[src/rtl/eco32_core_ifu_way_cfx_pkg.sv]
// Shared encodings for the instruction-cache way constant former:
// field-select codes, opcode constants and the prefix FSM state type.
package eco32_core_ifu_cfx_pkg;

  // Low field (13 bits) selects
  typedef enum logic [1:0] {
    LX_Z    = 2'd0,
    LX_LO13 = 2'd1,
    LX_A11  = 2'd2,
    LX_A10  = 2'd3
  } lsel_e;

  // Middle field (6 bits) selects
  typedef enum logic [1:0] {
    MX_Z  = 2'd0,
    MX_MI = 2'd1,
    MX_LS = 2'd2
  } msel_e;

  // High field (DW-19 bits) selects
  typedef enum logic [2:0] {
    HX_Z  = 3'd0,
    HX_LS = 3'd1,
    HX_MS = 3'd2,
    HX_S6 = 3'd3,
    HX_U6 = 3'd4,
    HX_HL = 3'd5
  } hsel_e;

  typedef struct packed {
    hsel_e h;
    msel_e m;
    lsel_e l;
  } sel_t;

  typedef enum logic {
    PFX_IDLE  = 1'b0,
    PFX_ARMED = 1'b1
  } pfx_state_e;

  localparam logic [5:0] OP_PFX = 6'h3A;
  localparam int         LW     = 13;
  localparam int         MW     = 6;

  localparam sel_t SEL_ZERO = '{h: HX_Z, m: MX_Z, l: LX_Z};

endpackage

[src/rtl/eco32_core_ifu_way_cfx_if.sv]
// Beat interface between the way data RAM read side and the IFU output
// register. The constant former is the slave; the surrounding IFU is master.
interface eco32_core_ifu_way_cfx_if #(
  parameter int DW = 32,
  parameter int TW = 8
);
  logic          i_flush;
  logic          i_stb;
  logic          o_rdy;
  logic [31:0]   i_ins;
  logic          i_p0;
  logic [TW-1:0] i_tag;
  logic          o_stb;
  logic          i_rdy;
  logic [31:0]   o_ins;
  logic [TW-1:0] o_tag;
  logic [DW-1:0] o_cst;
  logic          o_pfx;
  logic          o_ext;

  modport slave (
    input  i_flush, i_stb, i_ins, i_p0, i_tag, i_rdy,
    output o_rdy, o_stb, o_ins, o_tag, o_cst, o_pfx, o_ext
  );

  modport master (
    output i_flush, i_stb, i_ins, i_p0, i_tag, i_rdy,
    input  o_rdy, o_stb, o_ins, o_tag, o_cst, o_pfx, o_ext
  );
endinterface

[src/rtl/eco32_core_ifu_way_cfx_dec.sv]
// Combinational select decoder: {mopc, m, p0} -> {H, M, L} field selects.
// The prefix opcode is not special here; it falls to the all-zero default.
module eco32_core_ifu_cfx_dec
  import eco32_core_ifu_cfx_pkg::*;
(
  input  logic [5:0] mopc,
  input  logic       m,
  input  logic       p0,
  output sel_t       sel
);

  // Opcode table lookup, zero constant for anything unlisted
  always_comb begin
    sel = SEL_ZERO;
    case (mopc) inside
      [6'h00:6'h0F], [6'h20:6'h2B]: sel = '{h: HX_LS, m: MX_LS, l: LX_LO13};
      [6'h2C:6'h2F]:                sel = '{h: HX_LS, m: MX_LS, l: LX_A10};
      [6'h10:6'h13]:                sel = '{h: HX_HL, m: MX_Z,  l: LX_Z};
      6'h19:                        sel = '{h: HX_Z,  m: MX_Z,  l: LX_LO13};
      6'h33, 6'h36, 6'h37:          sel = '{h: HX_Z,  m: MX_Z,  l: LX_A10};
      6'h31, 6'h35:
        sel = p0 ? '{h: HX_Z,  m: MX_MI, l: LX_A11}
                 : '{h: HX_MS, m: MX_MI, l: LX_A11};
      6'h32:
        sel = p0 ? '{h: HX_Z,  m: MX_Z,  l: LX_A11}
                 : '{h: HX_LS, m: MX_LS, l: LX_A11};
      6'h34:
        sel = p0 ? '{h: HX_U6, m: MX_MI, l: LX_A11}
                 : '{h: HX_S6, m: MX_MI, l: LX_A11};
      6'h38, 6'h39:
        sel = m ? '{h: HX_HL, m: MX_MI, l: LX_Z}
                : '{h: HX_MS, m: MX_MI, l: LX_LO13};
      default:                      sel = SEL_ZERO;
    endcase
  end

endmodule

[src/rtl/eco32_core_ifu_way_cfx.sv]
// Two-stage constant former for the instruction cache way.
// S1 holds the decoded selects, the raw instruction and the prefix outcome;
// S2 holds the assembled constant and the outgoing beat.
//
//  state     | meaning
//  ----------+--------------------------------------------------------
//  PFX_IDLE  | no prefix pending; constants decode at native width
//  PFX_ARMED | prefix payload held; next non-prefix beat is widened
module eco32_core_ifu_way_cfx
  import eco32_core_ifu_cfx_pkg::*;
#(
  parameter int DW     = 32,
  parameter int TW     = 8,
  parameter bit PFX_EN = 1'b1
) (
  input logic                    clk,
  input logic                    rst,
  eco32_core_ifu_way_cfx_if.slave bus
);

  localparam int HW = DW - LW - MW;

  logic          rdy_en;
  logic          s1_v;
  logic          s1_ld;
  logic          s2_ld;
  logic          accept;
  logic          pfx_op;
  sel_t          dec_sel;

  pfx_state_e    state_q, state_d;
  logic [25:0]   pay_q, pay_d;
  logic          beat_pfx;
  logic          beat_ext;

  logic [31:0]   s1_ins;
  logic [TW-1:0] s1_tag;
  sel_t          s1_sel;
  logic          s1_pfx;
  logic          s1_ext;
  logic [25:0]   s1_pay;

  logic [LW-1:0] l_fld;
  logic [MW-1:0] m_fld;
  logic [HW-1:0] h_fld;
  logic [DW-1:0] raw_cst;
  logic [DW-1:0] cst_d;
  logic [DW-LW-1:0] pay_ext;

  logic          o_stb_q;
  logic [31:0]   o_ins_q;
  logic [TW-1:0] o_tag_q;
  logic [DW-1:0] o_cst_q;
  logic          o_pfx_q;
  logic          o_ext_q;

  // Flow control: S2 advances when empty or drained, S1 when empty or S2 advances.
  // A beat offered alongside a flush is never taken.
  assign s2_ld  = ~o_stb_q | bus.i_rdy;
  assign s1_ld  = ~s1_v | s2_ld;
  assign accept = bus.i_stb & bus.o_rdy & ~bus.i_flush;
  assign pfx_op = PFX_EN && (bus.i_ins[31:26] == OP_PFX);

  eco32_core_ifu_cfx_dec u_dec (
    .mopc (bus.i_ins[31:26]),
    .m    (bus.i_ins[25]),
    .p0   (bus.i_p0),
    .sel  (dec_sel)
  );

  // Hold o_rdy low through reset and release it on the first clock after
  always_ff @(posedge clk or posedge rst) begin
    if (rst) rdy_en <= 1'b0;
    else     rdy_en <= 1'b1;
  end

  // Prefix FSM state and payload registers
  always_ff @(posedge clk or posedge rst) begin
    if (rst) begin
      state_q <= PFX_IDLE;
      pay_q   <= '0;
    end else if (bus.i_flush) begin
      state_q <= PFX_IDLE;
    end else begin
      state_q <= state_d;
      pay_q   <= pay_d;
    end
  end

  // Prefix FSM next state: only accepted beats move it; a repeated prefix restarts
  always_comb begin
    state_d  = state_q;
    pay_d    = pay_q;
    beat_pfx = 1'b0;
    beat_ext = 1'b0;
    if (accept) begin
      if (pfx_op) begin
        beat_pfx = 1'b1;
        pay_d    = bus.i_ins[25:0];
        state_d  = PFX_ARMED;
      end else if (state_q == PFX_ARMED) begin
        beat_ext = 1'b1;
        state_d  = PFX_IDLE;
      end
    end
  end

  // Stage 1: capture selects, instruction and prefix outcome of the accepted beat
  always_ff @(posedge clk or posedge rst) begin
    if (rst) begin
      s1_v   <= 1'b0;
      s1_ins <= '0;
      s1_tag <= '0;
      s1_sel <= SEL_ZERO;
      s1_pfx <= 1'b0;
      s1_ext <= 1'b0;
      s1_pay <= '0;
    end else begin
      if (bus.i_flush) s1_v <= 1'b0;
      else if (s1_ld)  s1_v <= accept;
      if (accept) begin
        s1_ins <= bus.i_ins;
        s1_tag <= bus.i_tag;
        s1_sel <= dec_sel;
        s1_pfx <= beat_pfx;
        s1_ext <= beat_ext;
        s1_pay <= pay_q;
      end
    end
  end

  // Field muxes driven by the stage-1 selects
  always_comb begin
    l_fld = '0;
    case (s1_sel.l)
      LX_LO13: l_fld = s1_ins[12:0];
      LX_A11:  l_fld = {2'b00, s1_ins[10:0]};
      LX_A10:  l_fld = {3'b000, s1_ins[9:0]};
      default: l_fld = '0;
    endcase

    m_fld = '0;
    case (s1_sel.m)
      MX_MI:   m_fld = s1_ins[18:13];
      MX_LS:   m_fld = {MW{s1_ins[12]}};
      default: m_fld = '0;
    endcase

    h_fld = '0;
    case (s1_sel.h)
      HX_LS:   h_fld = {HW{s1_ins[12]}};
      HX_MS:   h_fld = {HW{s1_ins[18]}};
      HX_S6:   h_fld = HW'($signed(s1_ins[24:19]));
      HX_U6:   h_fld = HW'(s1_ins[24:19]);
      HX_HL:   h_fld = HW'($signed(s1_ins[12:0]));
      default: h_fld = '0;
    endcase
  end

  // Widened beats keep the decoded low 13 bits under the sign-extended payload
  assign raw_cst = {h_fld, m_fld, l_fld};
  assign pay_ext = (DW-LW)'($signed(s1_pay));
  assign cst_d   = s1_pfx ? '0
                 : s1_ext ? {pay_ext, raw_cst[LW-1:0]}
                 : raw_cst;

  // Stage 2: output register, held while downstream stalls
  always_ff @(posedge clk or posedge rst) begin
    if (rst) begin
      o_stb_q <= 1'b0;
      o_ins_q <= '0;
      o_tag_q <= '0;
      o_cst_q <= '0;
      o_pfx_q <= 1'b0;
      o_ext_q <= 1'b0;
    end else begin
      if (bus.i_flush) o_stb_q <= 1'b0;
      else if (s2_ld)  o_stb_q <= s1_v;
      if (s2_ld && s1_v && !bus.i_flush) begin
        o_ins_q <= s1_ins;
        o_tag_q <= s1_tag;
        o_cst_q <= cst_d;
        o_pfx_q <= s1_pfx;
        o_ext_q <= s1_ext;
      end
    end
  end

  assign bus.o_rdy = rdy_en & s1_ld;
  assign bus.o_stb = o_stb_q;
  assign bus.o_ins = o_ins_q;
  assign bus.o_tag = o_tag_q;
  assign bus.o_cst = o_cst_q;
  assign bus.o_pfx = o_pfx_q;
  assign bus.o_ext = o_ext_q;

endmodule

[src/flat_wrapper.sv]
// flat-port wrapper written by rule: the top's interface ports become plain ports
module eco32_core_ifu_way_cfx_flat import eco32_core_ifu_cfx_pkg::*;
#(
  parameter int DW     = 32,
  parameter int TW     = 8,
  parameter bit PFX_EN = 1'b1
)
  (clk, rst, bus_i_flush, bus_i_stb, bus_i_ins, bus_i_p0, bus_i_tag, bus_i_rdy, bus_o_rdy, bus_o_stb, bus_o_ins, bus_o_tag, bus_o_cst, bus_o_pfx, bus_o_ext);
  eco32_core_ifu_way_cfx_if #(.DW(DW), .TW(TW)) bus_i ();
  input logic clk;
  input logic rst;
  input wire logic [$bits(bus_i.i_flush)-1:0] bus_i_flush;
  input wire logic [$bits(bus_i.i_stb)-1:0] bus_i_stb;
  input wire logic [$bits(bus_i.i_ins)-1:0] bus_i_ins;
  input wire logic [$bits(bus_i.i_p0)-1:0] bus_i_p0;
  input wire logic [$bits(bus_i.i_tag)-1:0] bus_i_tag;
  input wire logic [$bits(bus_i.i_rdy)-1:0] bus_i_rdy;
  output wire logic [$bits(bus_i.o_rdy)-1:0] bus_o_rdy;
  output wire logic [$bits(bus_i.o_stb)-1:0] bus_o_stb;
  output wire logic [$bits(bus_i.o_ins)-1:0] bus_o_ins;
  output wire logic [$bits(bus_i.o_tag)-1:0] bus_o_tag;
  output wire logic [$bits(bus_i.o_cst)-1:0] bus_o_cst;
  output wire logic [$bits(bus_i.o_pfx)-1:0] bus_o_pfx;
  output wire logic [$bits(bus_i.o_ext)-1:0] bus_o_ext;
  assign bus_i.i_flush = bus_i_flush;
  assign bus_i.i_stb = bus_i_stb;
  assign bus_i.i_ins = bus_i_ins;
  assign bus_i.i_p0 = bus_i_p0;
  assign bus_i.i_tag = bus_i_tag;
  assign bus_i.i_rdy = bus_i_rdy;
  assign bus_o_rdy = bus_i.o_rdy;
  assign bus_o_stb = bus_i.o_stb;
  assign bus_o_ins = bus_i.o_ins;
  assign bus_o_tag = bus_i.o_tag;
  assign bus_o_cst = bus_i.o_cst;
  assign bus_o_pfx = bus_i.o_pfx;
  assign bus_o_ext = bus_i.o_ext;
  eco32_core_ifu_way_cfx #(.DW(DW), .TW(TW), .PFX_EN(PFX_EN)) u_core (.clk(clk), .rst(rst), .bus(bus_i));
endmodule
[config.mk]
export PLATFORM = sky130hd
export DESIGN_NAME = eco32_core_ifu_way_cfx_flat
export DESIGN_NICKNAME = d
export VERILOG_FILES = /design/src/rtl/eco32_core_ifu_way_cfx_pkg.sv /design/src/rtl/eco32_core_ifu_way_cfx_if.sv /design/src/rtl/eco32_core_ifu_way_cfx_dec.sv /design/src/rtl/eco32_core_ifu_way_cfx.sv /design/src/flat_wrapper.sv
export SDC_FILE = /design/constraint.sdc
export NUM_CORES = 1
export LEC_CHECK = 0
export ABC_AREA = 1
export CAP_MARGIN = 5
export CORE_UTILIZATION = 45
export CTS_BUF_LIST = sky130_fd_sc_hd__clkbuf_16
export DETAILED_ROUTE_END_ITERATION = 10
export PLACE_DENSITY = 0.73
export SETUP_SLACK_MARGIN = 0.4
export SLEW_MARGIN = 40
export SYNTH_ARGS = -nofsm -noshare
export SYNTH_HDL_FRONTEND = slang
export SYNTH_SLANG_ARGS = --single-unit
export TNS_END_PERCENT = 100
[constraint.sdc]
create_clock -name clk -period 5.2 [get_ports clk]
set_input_delay 1.04 -clock clk [delete_from_list [all_inputs] [get_ports clk]]
set_output_delay 1.04 -clock clk [all_outputs]
set_load 0.01 [all_outputs]
* Word-level counts from Yosys, hierarchy flattened
Cells that the tools add are included.
** Storage, ports and cells
- Register bits :: 165
- Input port bits :: 46
- Output and inout port bits :: 76
- Logic and storage cells :: 97
** Operators by class
- $lt $le $gt $ge :: 8
- Equal/unequal tests :: 21
- Mux-type cells :: 27
- Bitwise logic cells :: 8
- Reductions and logical operators :: 15
** Operators by type and width (count)
- two-way mux 7 bit :: 11
- one-hot mux 13 bit (5 select lines) :: 1
- two-way mux 32 bit :: 2
- == test 6 bit (second input constant) :: 10
- one-hot mux 13 bit (3 select lines) :: 1
- >= comparator 6 bit (second input constant) :: 2
- <= comparator 6 bit (second input constant) :: 2
- one-hot mux 6 bit (2 select lines) :: 1
- two-way mux 1 bit :: 9
- == test 2 bit (second input constant) :: 3
- == test 3 x 2 -> 1 bit (second input constant) :: 2
- == test 3 bit (second input constant) :: 2
- == test 6 x 5 -> 1 bit (second input constant) :: 1
- >= comparator 6 x 1 -> 1 bit (second input constant) :: 1
- >= comparator 6 x 5 -> 1 bit (second input constant) :: 1
- <= comparator 6 x 4 -> 1 bit (second input constant) :: 1
- <= comparator 6 x 5 -> 1 bit (second input constant) :: 1
- logical AND 1 bit :: 6
- two-way mux 6 bit :: 1
- nonzero test 2 bit :: 3
- OR reduction 2 bit :: 3
- two-way mux 5 bit :: 1
- == test 2 x 1 -> 1 bit (second input constant) :: 2
- AND 1 bit :: 3
- 6 further kinds :: 9

* Depth between registers and ports, before layout
Gate-level depths: netlist of run 1.
- Word-level depth :: 11
- Gate-level depth with buffers :: 10
- Depth with buffers taken out :: 9

* By module
Synthesis of run 1 repeated with hierarchy kept, for this count alone.
** Unflattened totals
- Cells, all modules :: 821
- Area total of the unflattened synthesis :: 6986.7 um^2
** Modules (own cells, without submodules)
- eco32_core_ifu_way_cfx :: times used 1, cells an instance 771, area an instance 6754.0 um^2, seq. area each 4129.0 um^2
- eco32_core_ifu_cfx_dec :: times used 1, cells an instance 50, area an instance 232.7 um^2, seq. area each 0.0 um^2

* Worst setup path after synthesis of run 1
OpenSTA, ideal clock, no wires.
- Kind :: input port to output port
- Start :: input bus_i_rdy
- End :: output bus_o_rdy
- Arrival :: 1379 ps
- Data required time :: 4160 ps
- Setup slack :: 2781 ps
- Stages on the path :: 4
- Buffers on the path :: 0
- Cell sequence :: nor2_2 -> nand2_2 -> nand2_1 -> inv_1
** On the way
- Cells in the longest elaborated chain, start to end :: 3
** Ends and longest elaborated chain
- start: declaration :: line flat_wrapper.sv:17 : input wire logic [$bits(bus_i.i_rdy)-1:0] bus_i_rdy;
- OR 1 bit :: line eco32_core_ifu_way_cfx.sv:59 : assign s2_ld = ~o_stb_q | bus.i_rdy;
- OR 1 bit :: line eco32_core_ifu_way_cfx.sv:60 : assign s1_ld = ~s1_v | s2_ld;
- AND 1 bit :: line eco32_core_ifu_way_cfx.sv:189 : assign bus.o_rdy = rdy_en & s1_ld;
- end: declaration :: line flat_wrapper.sv:18 : output wire logic [$bits(bus_i.o_rdy)-1:0] bus_o_rdy;
Every way passes these cells.

* Worst setup path in the final report of run 1
Same ends and word-level chain as after synthesis.

==> impl_metrics.yaml, run 1 <==
status:
  status: "finished clean"
clocking:
  cts_max_level: 4
  cts_setup_buffers: 0
  cts-root-buf: "clkbuf_16"
  clk_latency_ns: 0.42
  cts_made_buffers: 17
  cts_resized: 0
  clock_path_buffers: 2
  clk_pin_slew_ns: 0.06
  postCtsHoldBufs: 0
  cts_num_sinks: 165
  cts_tree: "yes"
routing:
  drt_iter0_drc: 546
  detail_route.wl_per_cell_um: 14.7
  drc: 0
  postRouteAntennaNets: 0
  vias_per_cell: 5.06
  vias: 5632
  routed_wl_um: 16400
  dr.pass1.iters: 5
power_and_ir_drop:
  switchingPower_mw: 0.968
  p_total_mw: 3.62
  internal-power_mw: 2.65
  p_per_area_nw_per_um2: 409
  power.leakage_nw: 4.42
  pwr-share-seq_pct: 45.0
  power_frac_comb_pct: 19.7
  clockPowerShare_pct: 35.3
  peakVddDrop_mv: 0.227
  switching_share_pct: 26.8
worst_setup_path:
  cp-end-kind: "output port"
  start_kind: "input port"
  r2r_setup_slack_ns: 3.00
  max_stage_delay_ns: 0.46
  slowest_stage: "clkdlybuf4s50_1"
  cp_common_cell: "clkdlybuf4s50_1"
  path_cells: "clkdlybuf4s50_1 > nor2_2 > nand2_2 > nand2_1 > inv_1 > clkdlybuf4s50_1"
  criticalPathCategory: "in -> out"
  cp.required_ns: 4.16
  crit_arrival_ns: 2.30
  crit_path_max_fanout: 3
global_routing:
  antenna_found_initial: 0
  grt_use_total_pct: 22.0
  grt_max_degree: 132
  gr-usage-met3_pct: 3.87
  grt_first_pass_wirelength_um: 27300
  busiest_layer: "met2"
  met2_usage_pct: 32.7
  grt_remaining_overflow: 0
  grt_pass1_vias: 5291
  met1_usage_pct: 32.4
timing:
  finClkSkew_ns: 0.00622
  setup_viol: 0
  hold_viol: 0
  drv_slew: 0
  timing.fmax_mhz: 299
  period_share_pct: 64.3
  worstMarginPinSlew_ns: 0.743
  fin_crit_ns: 3.34
  max_slew_margin_pct: 50.3
  finalSetupTns_ns: 0
  holdWs_ns: 0.471
  rsz0062_at_grt: "no"
layout:
  layout_common_cells: "nand2_1, dfrtp_1, clkdlybuf4s50_1"
  drive_above_1_share_pct: 5.17
  fin_util_pct: 59.9
  nets: 963
  diodes: 0
  stdcell_count: 1112
  mostFrequentLayoutCell: "nand2_1"
  area_growth_pct: 27.9
place:
  place_hpwl_um: 11200
  globalplace.congestion: 0.805
  place_inst: 1079
  io_buffers: 121
floorplanning:
  fp-row-count: 44
  fp.dieW_um: 126
  die_height_um: 126
  start_util_pct: 46.8
  die-area_um2: 15900
  ios: 122
  core_area_um2: 14800
min_path:
  hp-class: "reg -> reg"
yosys:
  yosys.area.top_type_share_pct: 59.7
  synth_cells: 806
  synthTopCellsByArea: "dfrtp_1, nand2_1, o21ai_0"
  syn_nets: 854
  synth_area_per_cell_um2: 8.58
  yosys_warnings: 0
  yosys.area.top_type: "dfrtp_1"
  ys_seq_elements: 165
  syn-cell-area_um2: 6910
  yosysUniqueCellTypes: 31
  yosysSeqAreaShare_pct: 59.7
run:
  cap_violations: 0
critical path: cells and delay by family:
kind,cells,cell delay (ns)
buffers and inverters,3,0.91
AND/OR/NAND/NOR,3,0.35
Yosys cell counts (all sizes together):
cell type and n:
nand3 42, ha 2, nand4 8, nor4 1, clkbuf 9, nor2 25, nand2 355, a22oi 6
buf 29, inv 58, a21oi 2, o41ai 2, dfrtp 165, and2 1, nand3b 3, nor3 2
a21boi 2, o21ai 89, o211ai 1, o31ai 1, conb 1, o21bai 2
area by class of cell:
class                           instances  area (µm²)
Timing Repair Buffer                  128        1300
Fill cell                            1307        5910
Tap cell                              184         230
Multi-Input combinational cell        545        2360
Inverter                               58         221
Clock buffer                           17         425
Sequential cell                       165        4130
Clock inverter                         15         173
cells by family (layout without fill, tap and decap cells):
family | after synthesis | in the layout | synth area share, %
adder cells (fa/ha/maj) | 2 | 2 | 0.362
buffers and inverters | 96 | 218 | 6.05
AO/OA/AOI/OAI | 105 | 105 | 8.15
other | 1 | 1 | 0.0543
AND/OR/NAND/NOR | 437 | 437 | 25.7
flip-flops | 165 | 165 | 59.7
layer usage:
metal,vias to the layer above,part of all wire [%]
li1,2762,-
met4,0,1.6
met2,178,45
met3,19,4.9
met1,2673,48
met5,-,0
worst paths after layout:
path,startpoint,cells past startpoint,end
worst max-delay path,bus_i_rdy,6,bus_o_rdy
worst min-delay path,u_core.s1_pay[14]$_DFFE_PP0P_,2,u_core.s1_pay[14]$_DFFE_PP0P_
worst max register to register,u_core.bus.o_stb$_DFFE_PP0P_,7,u_core.bus.o_cst[14]$_DFFE_PP0P_
worst min register to register,u_core.s1_pay[14]$_DFFE_PP0P_,2,u_core.s1_pay[14]$_DFFE_PP0P_
max in group asynchronous,rst,3,u_core.state_q$_DFFE_PP0P_
min in group asynchronous,rst,2,u_core.s1_tag[1]$_DFFE_PP0P_
metrics by stage:
step | instance area [µm²] | worst slack [ns]
2_1_floorplan | 6920 | 2.06
3_3_place_gp | 8210 | 1.82
3_5_place_dp | 8210 | 1.80
4_1_cts | 8810 | 1.84
5_1_grt | 8840 | 1.79
6_report | 8840 | 1.86
state kept, by name, summed over array words and instances, names as in the netlist:
name	count
u_core.s1_pfx	1
u_core.bus.o_stb	1
u_core.s1_ext	1
u_core.bus.o_cst	32
u_core.rdy_en	1
u_core.bus.o_ext	1
u_core.s1_sel	7
u_core.bus.o_tag	8
u_core.s1_ins	32
u_core.bus.o_ins	32
u_core.bus.o_pfx	1
u_core.s1_v	1
u_core.pay_q	19
u_core.s1_pay	19
u_core.state_q	1
u_core.s1_tag	8
power by group through the flow:
stage	logic (mW)	registers, mW	clock network (mW)
3_5_place_dp	0.715	1.65	0
4_1_cts	0.719	1.63	1.30
3_3_place_gp	0.696	1.65	0
5_1_grt	0.795	1.65	1.36
2_1_floorplan	0.272	1.68	0
6_report	0.712	1.63	1.28
Power figures use the tool's default switching activity.
==> run 2, diff against run 1 <==
- PLACE_DENSITY: 0.73 -> 0.7
- clock period: 5.2 -> 3.25 ns (I/O delays scaled with it)
==> run 2 against run 1 <==
Cell count rose by 0.27%; first-iteration DRC count rose by 2.0%; count of clock-buffer cells in the layout did not move; register-to-register slack got worse by 1.6 ns; sequential share of layout area rose by 0.20 points; final area fell by 0.42%; die area did not move.
==> impl_metrics.yaml, run 2 (synthesis gave the netlist of run 1 again) <==
status:
  status: "finished clean"
global_routing:
  grt_max_degree: 89
  grt_pass1_vias: 5438
  gr-usage-met3_pct: 5.18
  grt_use_total_pct: 22.3
  grt_remaining_overflow: 0
  antenna_found_initial: 0
  grt_first_pass_wirelength_um: 27700
  busiest_layer: "met2"
  met2_usage_pct: 33.4
  met1_usage_pct: 32.7
layout:
  layout_common_cells: "nand2_1, dfrtp_1, clkdlybuf4s50_1"
  diodes: 0
  nets: 968
  final_cell_area_um2: 8800
  area_growth_pct: 27.4
  mostFrequentLayoutCell: "nand2_1"
  drive_above_1_share_pct: 5.26
clocking:
  cts_setup_buffers: 0
  cts_resized: 0
  clk_latency_ns: 0.42
  cts_tree: "yes"
  cts-root-buf: "clkbuf_16"
  clk_pin_slew_ns: 0.06
  cts_made_buffers: 17
  postCtsHoldBufs: 0
  cts_num_sinks: 165
  clock_path_buffers: 2
  cts_max_level: 4
place:
  place_area_um2: 8270
  io_buffers: 121
  globalplace.congestion: 0.835
  place_hpwl_um: 11300
timing:
  max_slew_margin_pct: 51.6
  finClkSkew_ns: 0.00481
  fin_crit_ns: 2.59
  period_share_pct: 79.7
  worstMarginPinSlew_ns: 0.722
  hold_viol: 0
  timing.fmax_mhz: 386
  rsz0062_at_grt: "no"
  holdWs_ns: 0.471
  finalSetupTns_ns: 0
  drv_slew: 0
  setup_viol: 0
floorplanning:
  die-area_um2: 15900
  ios: 122
  core_area_um2: 14800
  die_height_um: 126
  fp-row-count: 44
  fp.dieW_um: 126
  start_util_pct: 46.8
worst_setup_path:
  cp.required_ns: 2.60
  crit_arrival_ns: 1.94
  cp-end-kind: "output port"
  crit_path_max_fanout: 3
  r2r_setup_slack_ns: 1.45
  start_kind: "input port"
  rr_startpoint: "u_core.bus.o_stb$_DFFE_PP0P_"
  criticalPathCategory: "in -> out"
  startpoint: "bus_i_rdy"
routing:
  vias_per_cell: 5.09
  postRouteAntennaNets: 0
  drt_iter0_drc: 557
  dr.pass1.iters: 5
  vias: 5671
  drc: 0
  routed_wl_um: 16600
  detail_route.wl_per_cell_um: 14.9
min_path:
  min-delay-start: "u_core.pay_q[13]$_DFFE_PP0P_"
  hp-class: "reg -> reg"
power_and_ir_drop:
  p_total_mw: 5.57
  p_per_area_nw_per_um2: 633
  power.leakage_nw: 4.43
  peakVddDrop_mv: 0.363
run:
  cap_violations: 0
## run 2: cell count changes in the layout (fill, tap and decap cells not counted), sizes merged
| cell | previous run | this run |
|---|---|---|
| bufinv | 4 | 2 |
| inv | 61 | 63 |
| buf | 7 | 12 |
| clkinvlp | 3 | 1 |
## run 2: critical path, cell delays in order
cell             delay [ns]
clkdlybuf4s50_1        0.41
nor2_2                 0.20
nand2_2                0.10
nand2_1                0.07
inv_1                  0.04
clkdlybuf4s50_1        0.47
## run 2: final timing paths
path,endpoint,cells past startpoint
max reg2reg,u_core.s1_ins[30]$_DFFE_PP0P_,8
max,bus_o_rdy,6
min in group asynchronous,u_core.bus.o_ins[24]$_DFFE_PP0P_,2
min,u_core.pay_q[13]$_DFFE_PP0P_,2
max in group asynchronous,u_core.bus.o_cst[21]$_DFFE_PP0P_,3
min reg2reg,u_core.pay_q[13]$_DFFE_PP0P_,2
## run 2: per-layer routing
layer,routed length (µm),part of all wire (%)
met5,0,0
met4,119,0.72
met3,986,6.0
met2,7390,45
met1,8070,49
## run 2: layout make-up
cell class                      instances  area (µm²)
Inverter                               58         221
Clock buffer                           17         425
Multi-Input combinational cell        545        2360
Tap cell                              184         230
Clock inverter                         13         105
Sequential cell                       165        4130
Fill cell                            1310        5950
Timing Repair Buffer                  133        1330
## run 2: power by group
group          switching [mW]  leakage (nW)  internal (mW)
sequential              0.203          2.15           2.39
combinational           0.556          1.99          0.593
clock                   0.742         0.285           1.09
## run 2: through the flow
| step | instances | util (%) | setup WS [ns] |
|---|---|---|---|
| 5_1_grt | 1115 | 59.7 | 0.563 |
| 3_3_place_gp | 1085 | 56.1 | 0.653 |
| 2_1_floorplan | 806 | - | 0.501 |
| 6_report | 1115 | 59.7 | 0.659 |
| 4_1_cts | 1115 | 59.7 | 0.656 |
| 3_5_place_dp | 1085 | 56.1 | 0.662 |
